===== src/rtl/pixel_scheduler.sv =====
// pixel_scheduler: in-order raster pixel dispatch to N depth engines with ordered retire; SCHED_PERF_CNT_EN adds frame_cycles
module pixel_scheduler #(
  parameter int N_ENGINES = 4,
  parameter int X_SIZE = 640,
  parameter int Y_SIZE = 480
) (
  input  logic                   out_stream_aclk,
  input  logic                   periph_resetn,
  input  logic                   enable,
  input  logic [7:0]             cfg_max_iter,
  output logic [N_ENGINES-1:0]   eng_start,
  output logic [9:0]             eng_x,
  output logic [8:0]             eng_y,
  output logic [7:0]             eng_max_iter,
  input  logic [N_ENGINES-1:0]   eng_done,
  input  logic [8*N_ENGINES-1:0] eng_depth,
  output logic [7:0]             out_depth,
  output logic                   out_valid,
  input  logic                   out_ready,
  output logic                   out_sof,
  output logic                   out_eol,
  output logic                   frame_done
`ifdef SCHED_PERF_CNT_EN
  ,
  output logic [31:0]            frame_cycles
`endif
);
  localparam int PW = N_ENGINES > 1 ? $clog2(N_ENGINES) : 1;
  typedef enum logic [1:0] {IDLE, BUSY, HELD} eng_state_t;
  eng_state_t st [N_ENGINES];
  logic [7:0] hold [N_ENGINES];
  logic [PW-1:0] ip, rp;
  logic [9:0] ix, ox;
  logic [8:0] iy, oy;
  logic [7:0] frame_limit;
  logic at_origin, issue, retire, last_out;
  function automatic logic [PW-1:0] nxt(input logic [PW-1:0] p);
    return p == PW'(N_ENGINES - 1) ? '0 : p + 1'b1;
  endfunction
  assign at_origin = ix == '0 && iy == '0;
  // A disabled gate only blocks the start of a new frame, never its middle.
  assign issue = (enable || !at_origin) && st[ip] == IDLE;
  assign out_valid = st[rp] == HELD;
  assign retire = out_valid && out_ready;
  assign out_depth = out_valid ? hold[rp] : '0;
  assign out_sof = out_valid && ox == '0 && oy == '0;
  assign out_eol = out_valid && ox == 10'(X_SIZE - 1);
  assign last_out = ox == 10'(X_SIZE - 1) && oy == 9'(Y_SIZE - 1);
  always_ff @(posedge out_stream_aclk or negedge periph_resetn)
    if (!periph_resetn) begin
      for (int i = 0; i < N_ENGINES; i++) begin
        st[i] <= IDLE;
        hold[i] <= '0;
      end
      ip <= '0;
      rp <= '0;
      ix <= '0;
      iy <= '0;
      ox <= '0;
      oy <= '0;
      frame_limit <= '0;
      eng_start <= '0;
      eng_x <= '0;
      eng_y <= '0;
      eng_max_iter <= '0;
      frame_done <= 1'b0;
    end else begin
      eng_start <= '0;
      frame_done <= retire && last_out;
      // Issue needs IDLE, capture needs BUSY, retire needs HELD: no engine sees two updates.
      for (int i = 0; i < N_ENGINES; i++)
        if (eng_done[i] && st[i] == BUSY) begin
          st[i] <= HELD;
          hold[i] <= eng_depth[8*i +: 8];
        end
      if (retire) begin
        st[rp] <= IDLE;
        rp <= nxt(rp);
        ox <= ox == 10'(X_SIZE - 1) ? '0 : ox + 1'b1;
        oy <= ox == 10'(X_SIZE - 1) ? (oy == 9'(Y_SIZE - 1) ? '0 : oy + 1'b1) : oy;
      end
      if (issue) begin
        eng_start[ip] <= 1'b1;
        st[ip] <= BUSY;
        ip <= nxt(ip);
        eng_x <= ix;
        eng_y <= iy;
        eng_max_iter <= at_origin ? cfg_max_iter : frame_limit;
        if (at_origin) frame_limit <= cfg_max_iter;
        ix <= ix == 10'(X_SIZE - 1) ? '0 : ix + 1'b1;
        iy <= ix == 10'(X_SIZE - 1) ? (iy == 9'(Y_SIZE - 1) ? '0 : iy + 1'b1) : iy;
      end
    end
`ifdef SCHED_PERF_CNT_EN
  // Two slots because the next frame's first issue can precede this frame's last retire.
  logic fi, fr;
  logic [1:0] run;
  logic [31:0] cnt [2];
  always_ff @(posedge out_stream_aclk or negedge periph_resetn)
    if (!periph_resetn) begin
      fi <= 1'b0;
      fr <= 1'b0;
      run <= '0;
      cnt[0] <= '0;
      cnt[1] <= '0;
      frame_cycles <= '0;
    end else begin
      for (int k = 0; k < 2; k++)
        if (issue && at_origin && fi == 1'(k)) begin
          cnt[k] <= 32'd1;
          run[k] <= 1'b1;
        end else if (run[k] && cnt[k] != '1)
          cnt[k] <= cnt[k] + 1'b1;
      if (issue && at_origin) fi <= ~fi;
      if (retire && last_out) begin
        frame_cycles <= cnt[fr] == '1 ? cnt[fr] : cnt[fr] + 1'b1;
        run[fr] <= 1'b0;
        fr <= ~fr;
      end
    end
`endif
endmodule


===== config.mk =====
export PLATFORM = sky130hd
export DESIGN_NAME = pixel_scheduler
export DESIGN_NICKNAME = d
export VERILOG_FILES = /design/src/rtl/pixel_scheduler.sv
export SDC_FILE = /design/constraint.sdc
export NUM_CORES = 1
export LEC_CHECK = 0
export BUFFER_PORTS_ARGS = -buffer_cell sky130_fd_sc_hd__buf_2
export CORE_MARGIN = 2
export CORE_UTILIZATION = 37
export CTS_BUF_LIST = sky130_fd_sc_hd__clkbuf_4 sky130_fd_sc_hd__clkbuf_8
export CTS_CLUSTER_SIZE = 28
export DETAILED_ROUTE_END_ITERATION = 12
export PLACE_DENSITY = 0.64
export SLEW_MARGIN = 5
export SYNTH_ARGS = -nofsm -noshare
export SYNTH_HDL_FRONTEND = slang
export SYNTH_SLANG_ARGS = --single-unit

===== constraint.sdc =====
create_clock -name out_stream_aclk -period 4.2 [get_ports out_stream_aclk]
set_input_delay 0.21 -clock out_stream_aclk [delete_from_list [all_inputs] [get_ports out_stream_aclk]]
set_output_delay 0.21 -clock out_stream_aclk [all_outputs]
set_load 0.05 [all_outputs]

==> impl_metrics.py, run 1 <==
metrics = {
    "status": {
        "run_status": "finished with violations",
        "violations": "negative hold slack",
    },
    "detailed_routing": {
        "routed_wl_um": 12700,
        "drc_errors": 0,
        "wl_met2_um": 6170,
        "drt_iter0_drc": 317,
        "ant_nets": 0,
        "routedWlPerCell_um": 16.4,
        "maxUsedRoutingLayer": "met4",
        "vias": 4155,
        "met3WireLength_um": 656,
        "firstDrtPassIters": 5,
        "wl_met1_um": 5730,
        "avgViaCountPerCell": 5.34,
    },
    "layout": {
        "areaGrowthSynthToFinish_pct": 23.4,
        "final_net_count": 642,
        "drive_gt1_share_pct": 34.4,
        "num_antenna_cells": 0,
        "final_cell_area_um2": 6960,
    },
    "timing": {
        "rsz0062_at_grt": "no",
        "skew_ns": 0.00989,
        "finalCriticalPeriod_ns": 3.14,
        "hold_viol": 4,
        "max_freq_mhz": 319,
        "holdWs_ns": -0.0104,
        "final.period_utilization_pct": 74.7,
        "report.final.slew_viol_count": 0,
        "finalSetupViolCount": 0,
        "worstMarginPinSlew_ns": 1.11,
        "timing.setup.tns_ns": 0,
        "max_slew_margin_pct": 26.3,
    },
    "floorplan": {
        "die_w_um": 127,
        "coreArea_um2": 15000,
        "top_level_ports": 91,
        "initial_core_util_pct": 37.5,
        "num_rows": 45,
        "die_y_um": 127,
        "fp.dieArea_um2": 16200,
    },
    "synth": {
        "yosysTopAreaCell": "dfrtp_1",
        "synthXorXnorAreaFrac_pct": 1.86,
        "synth_cell_type_count": 51,
        "synth_common_cells": "dfrtp_1 (114), mux2_2 (56), nand3_1 (25), nor2_1 (20), nand4_1 (19)",
        "synthSimpleGateAreaFrac_pct": 15.6,
        "syn_inst": 455,
        "synth_top_family_by_area": "multiplexers",
        "ys_seq_area_share_pct": 50.6,
        "syn_area_per_cell_um2": 12.4,
        "ys_ff_latch": 114,
        "synth_most_common_cell": "dfrtp_1",
        "synth_area_um2": 5640,
        "yosys.area_share.adder_pct": 3.55,
        "synth_compound_area_share_pct": 6.61,
        "yosys-top-cells-area": "dfrtp_1 (51%), mux2_2 (11%), mux4_2 (3.6%), ha_1 (3.6%), mux2_4 (2.9%)",
        "synth_top_area_share_pct": 50.6,
        "synth_mux_area_share_pct": 18.6,
        "synth_edf_count": 0,
        "synth_warnings": 0,
        "async_flop_share_pct": 100,
        "synthFlopType": "dfrtp_1",
        "synth_fp_nets": 519,
    },
    "power_and_ir_drop": {
        "p_leak_uw": 0.00327,
        "ir_worst_vdd_mv": 0.530,
        "power.density_nw_per_um2": 707,
    },
    "critical_path": {
        "critPathLaunchType": "register",
        "reg2reg_slack_ns": 1.43,
        "worstPathRequired_ns": 3.99,
        "critPathKind": "register to output port",
        "cp.arrival_ns": 2.93,
        "endpoint_kind": "output port",
        "crit_fanout": 32,
    },
    "place": {
        "port_buffers": 90,
        "gp_congestion": 0.824,
        "hpwlAfterDp_um": 8560,
        "place_area_um2": 6210,
    },
    "clock_network": {
        "clockBufferDepth": 2,
        "cts_setup_buffers": 0,
        "numCtsBuffers": 17,
        "path_clk_slew_ns": 0.07,
        "h-tree-depth": 4,
        "cts-root-buf": "clkbuf_8",
        "cts_sinks": 114,
        "cts_tree": "done",
        "worstSkewPairLatency_ns": 0.42,
    },
    "global_routing": {
        "grt-ovfl-total": 0,
        "grt_pass1_wl_um": 20800,
        "grt_pass1_vias": 4125,
        "grt_usage_pct": 16.4,
        "grt_max_degree": 88,
        "antenna_found_initial": 0,
    },
    "run": {
        "maxCapViolCount": 0,
    },
    "hold_path": {
        "min_path_type": "primary input to asynchronous set/reset pin",
    },
}
## metal layers
metal / up-vias / track usage, %
li1: 1947 / -
met1: 2069 / 21.5
met2: 128 / 26.1
met3: 11 / 5.19
met4: 0 / 5.37
met5: - / 0
## registers in the layout, summed over array words and instances (netlist names)
register      cells
ip                2
eng_start         4
st                8
iy                9
ox               10
rp                2
eng_y             9
eng_max_iter      8
hold             32
ix               10
oy                9
frame_done        1
eng_x            10
## placed cells by master, fill, tap and decap left out, drive strengths merged, types with 16 or more instances in the layout
cell type / netlist / final
dlygate4sd3: 0 / 33
nor2: 20 / 20
nand4: 19 / 19
buf: 13 / 91
dfrtp: 114 / 114
mux2: 68 / 68
ha: 16 / 16
nand3: 25 / 25
clkbuf: 7 / 27
## per-stage QoR
stage | total power [uW] | util [%] | setup slack (ns) | instances
2_1_floorplan | 3460 | - | 1.53 | 455
3_3_place_gp | 3800 | 41.3 | 1.47 | 714
3_5_place_dp | 3880 | 41.3 | 1.38 | 714
4_1_cts | 4980 | 46.2 | 0.970 | 776
5_1_grt | 5240 | 46.3 | 0.788 | 778
6_report | 4920 | 46.3 | 1.06 | 778
## timing repair
action | CTS | global route
endpoints found under the hold margin | 31 | 2
hold buffers | 31 | 2
endpoints found under the setup margin | 0 | 0
gates resized for setup | 0 | 0
## final timing paths
path                                  start               to  depth (start not counted)
min                           periph_resetn         eng_y[7]                          1
max reg2reg                           rp[0]            st[1]                          5
min in group out_stream_aclk   eng_depth[8]         hold[16]                          2
max                                   rp[0]     out_depth[7]                          5
max in group asynchronous     periph_resetn  eng_max_iter[4]                          2
min reg2reg                        eng_x[4]         eng_x[4]                          1
## power by group
| part | internal, uW | leakage (uW) | switching [uW] |
|---|---|---|---|
| clock | 645 | 0.000220 | 413 |
| combinational | 836 | 0.00162 | 1260 |
| sequential | 1450 | 0.00144 | 323 |
## worst max-delay path, stage by stage, from the launching register on
cell	delay, ns
dfrtp_1	0.75
inv_1	0.24
mux4_2	0.58
inv_2	0.45
and2_1	0.22
buf_2	0.26
## cell type report
cell class | instances | area, um2
fill | 1343 | 8070
sequential | 114 | 2850
multi-input combinational | 306 | 2610
timing repair buffer | 124 | 791
clock buffer | 27 | 347
tap | 188 | 235
clock inverter | 4 | 70.1
inverter | 15 | 56.3
## kinds of logic after synthesis
family          after synthesis
compound gates               49
xor+xnor                     12
buf+inv                      35
flops                       114
simple gates                148
mux                          81
fa+ha+maj                    16
Note: power is estimated with default switching activity, not from simulation.
==> run 2: changes to the inputs <==
--- a/config.mk
+++ b/config.mk
@@ -11,7 +11,7 @@
 export CTS_BUF_LIST = sky130_fd_sc_hd__clkbuf_4 sky130_fd_sc_hd__clkbuf_8
 export CTS_CLUSTER_SIZE = 28
 export DETAILED_ROUTE_END_ITERATION = 12
-export PLACE_DENSITY = 0.64
+export PLACE_DENSITY = 0.66
 export SLEW_MARGIN = 5
 export SYNTH_ARGS = -nofsm -noshare
 export SYNTH_HDL_FRONTEND = slang
==> constraint.sdc (replaced) <==
create_clock -name out_stream_aclk -period 2.6 [get_ports out_stream_aclk]
set_input_delay 0.13 -clock out_stream_aclk [delete_from_list [all_inputs] [get_ports out_stream_aclk]]
set_output_delay 0.13 -clock out_stream_aclk [all_outputs]
set_load 0.05 [all_outputs]
==> run 2 against run 1 <==
  * Sequential share of layout area down 0.79 points
  * Worst hold slack better by 0.065 ns
  * Cell count up 2.4%
  * Global-route usage up 0.54 points
  * Utilization up 0.91 points
  * Clock power up 45%
  * The flow now finishes without violations
  * Register-to-register slack worse by 1.2 ns
  * Sequential power up 58%
  * Clock-buffer cell count down 2
  * Routed wire length up 2.2%
  * Largest power group unchanged
  * Non-clock buffer count up 18
  * Critical path depth up 1
==> impl_metrics.py, run 2 (synthesis gave the netlist of run 1 again) <==
metrics = {
    "status": {
        "run_status": "complete, no violations",
    },
    "critical_path": {
        "cp.arrival_ns": 2.30,
        "critPathKind": "register to output port",
        "cp_slowest_cell": "mux4_2",
        "r2r_start": "ip[0]",
        "path_cells": "inv_1 -> mux4_2 -> inv_4 -> buf_4 -> and2_1 -> buf_2",
        "worstRegToRegCells": 4,
        "r2r-end": "ip[1]",
        "reg2reg_slack_ns": 0.27,
        "endpoint": "out_depth[7]",
        "crit_fanout": 14,
        "endpoint_kind": "output port",
        "worstPathRequired_ns": 2.47,
        "slowest_delay_ns": 0.57,
        "startpoint": "rp[0]",
        "critPathLaunchType": "register",
    },
    "hold_path": {
        "min_path_type": "primary input to register",
    },
    "timing": {
        "max_freq_mhz": 411,
        "layout_setup_ws_ns": 0.165,
        "hold_viol": 0,
        "max_slew_margin_pct": 53.9,
        "finalSetupViolCount": 0,
        "skew_ns": 0.0123,
        "worstMarginPinSlew_ns": 0.692,
        "timing.setup.tns_ns": 0,
        "report.final.slew_viol_count": 0,
        "finalCriticalPeriod_ns": 2.43,
        "rsz0062_at_grt": "no",
        "final.period_utilization_pct": 93.6,
    },
    "clock_network": {
        "numCtsBuffers": 17,
        "cts-root-buf": "clkbuf_8",
        "cts_tree": "done",
        "h-tree-depth": 4,
        "path_clk_slew_ns": 0.06,
        "clockBufferDepth": 2,
        "worstSkewPairLatency_ns": 0.42,
        "cts_sinks": 114,
    },
    "global_routing": {
        "antenna_found_initial": 0,
        "grt-ovfl-total": 0,
        "grt_max_degree": 55,
        "grt_pass1_vias": 4292,
        "grt_usage_pct": 17.0,
        "grt_pass1_wl_um": 21600,
    },
    "layout": {
        "fin_util_pct": 47.2,
        "areaGrowthSynthToFinish_pct": 25.9,
        "mostFrequentLayoutCells": "dfrtp_1 (114), buf_2 (89), mux2_2 (56)",
        "final_net_count": 660,
        "final_cell_area_um2": 7100,
        "largest_register_ffs": 32,
        "drive_gt1_share_pct": 35.0,
        "layout_commonest_cell": "dfrtp_1",
        "fill_cells": 1350,
        "largest_register": "hold",
    },
    "place": {
        "gp_congestion": 0.830,
        "pre_cts_ws_ns": 0.291,
        "hpwlAfterDp_um": 8930,
        "place_area_um2": 6300,
        "port_buffers": 90,
    },
    "detailed_routing": {
        "drc_errors": 0,
        "ant_nets": 0,
        "vias": 4257,
        "routedWlPerCell_um": 16.3,
        "routed_wl_um": 13000,
        "drt_iter0_drc": 286,
        "firstDrtPassIters": 4,
        "avgViaCountPerCell": 5.34,
    },
    "power_and_ir_drop": {
        "power.density_nw_per_um2": 1130,
        "p_leak_uw": 0.00335,
        "power_uw": 8050,
        "ir_worst_vdd_mv": 1.06,
    },
    "floorplan": {
        "fp.dieArea_um2": 16200,
        "num_rows": 45,
        "die_y_um": 127,
        "die_w_um": 127,
        "top_level_ports": 91,
        "coreArea_um2": 15000,
        "initial_core_util_pct": 37.5,
    },
    "run": {
        "maxCapViolCount": 0,
    },
}
==> run 2: cell types whose count changed in the layout (fill, tap and decap cells not counted), moves of 2 or more <==
cell           delta
buf_12            +2
buf_4             +8
clkinv_2          +3
dlygate4sd3_1     +8
clkbuf_8          -3
==> run 2: timing repair <==
action | 4_1_cts | 5_1_grt
pin swaps | 0 | 0
endpoints found under the setup margin | 5 | 5
buffers inserted | 0 | 1
hold buffers | 41 | 0
endpoints found under the hold margin | 73 | 0
gates resized for setup | 1 | 0
==> run 2: layer usage <==
metal	wire (um)	GRT usage [%]	up-vias
met5	0	0	-
met4	101	5.56	0
met3	543	4.94	4
met2	6680	28.8	123
met1	5680	20.8	2156
li1	-	-	1974
==> run 2: critical path: cells and delay by family (launching register included) <==
kind                   cells  cell delay, ns
buffers and inverters      4            0.78
DFF                        1            0.38
muxes                      1            0.57
and+or+nand+nor            1            0.15
==> run 2: cell type report <==
class	count	area [um2]	share of cell area (%)
diodes	1	2.50	0.0353
clock buffers	25	313	4.41
repair buffers	142	971	13.7
well taps	188	235	3.32
inverters	15	58.8	0.829
multi-input cells	306	2610	36.7
clock inverters	6	55.1	0.776
flip-flops and latches	114	2850	40.2
==> run 2: where the power goes <==
| group | switching [uW] | internal (uW) |
|---|---|---|
| combinational | 2180 | 1540 |
| sequential | 451 | 2340 |
| clock | 669 | 871 |
| total | 3300 | 4750 |
==> run 2: how the worst min path moves through the flow <==
stage / startpoint / end / depth (start not counted) / slack [ns]
floorplan: periph_resetn / eng_max_iter[0] / 0 / -0.17
global placement: periph_resetn / eng_y[6] / 1 / 0.11
detailed placement: periph_resetn / eng_y[6] / 1 / 0.12
CTS: eng_done[2] / st[3] / 3 / 0.02
global route: eng_done[2] / st[3] / 3 / 0.02
finish: eng_done[2] / st[3] / 3 / 0.05
==> run 2: metrics by stage <==
stage | std cells | hold WS [ns]
6_report | 797 | 0.0548
3_5_place_dp | 723 | 0.117
2_1_floorplan | 455 | -0.166
4_1_cts | 795 | 0.0208
3_3_place_gp | 723 | 0.109
5_1_grt | 796 | 0.0225
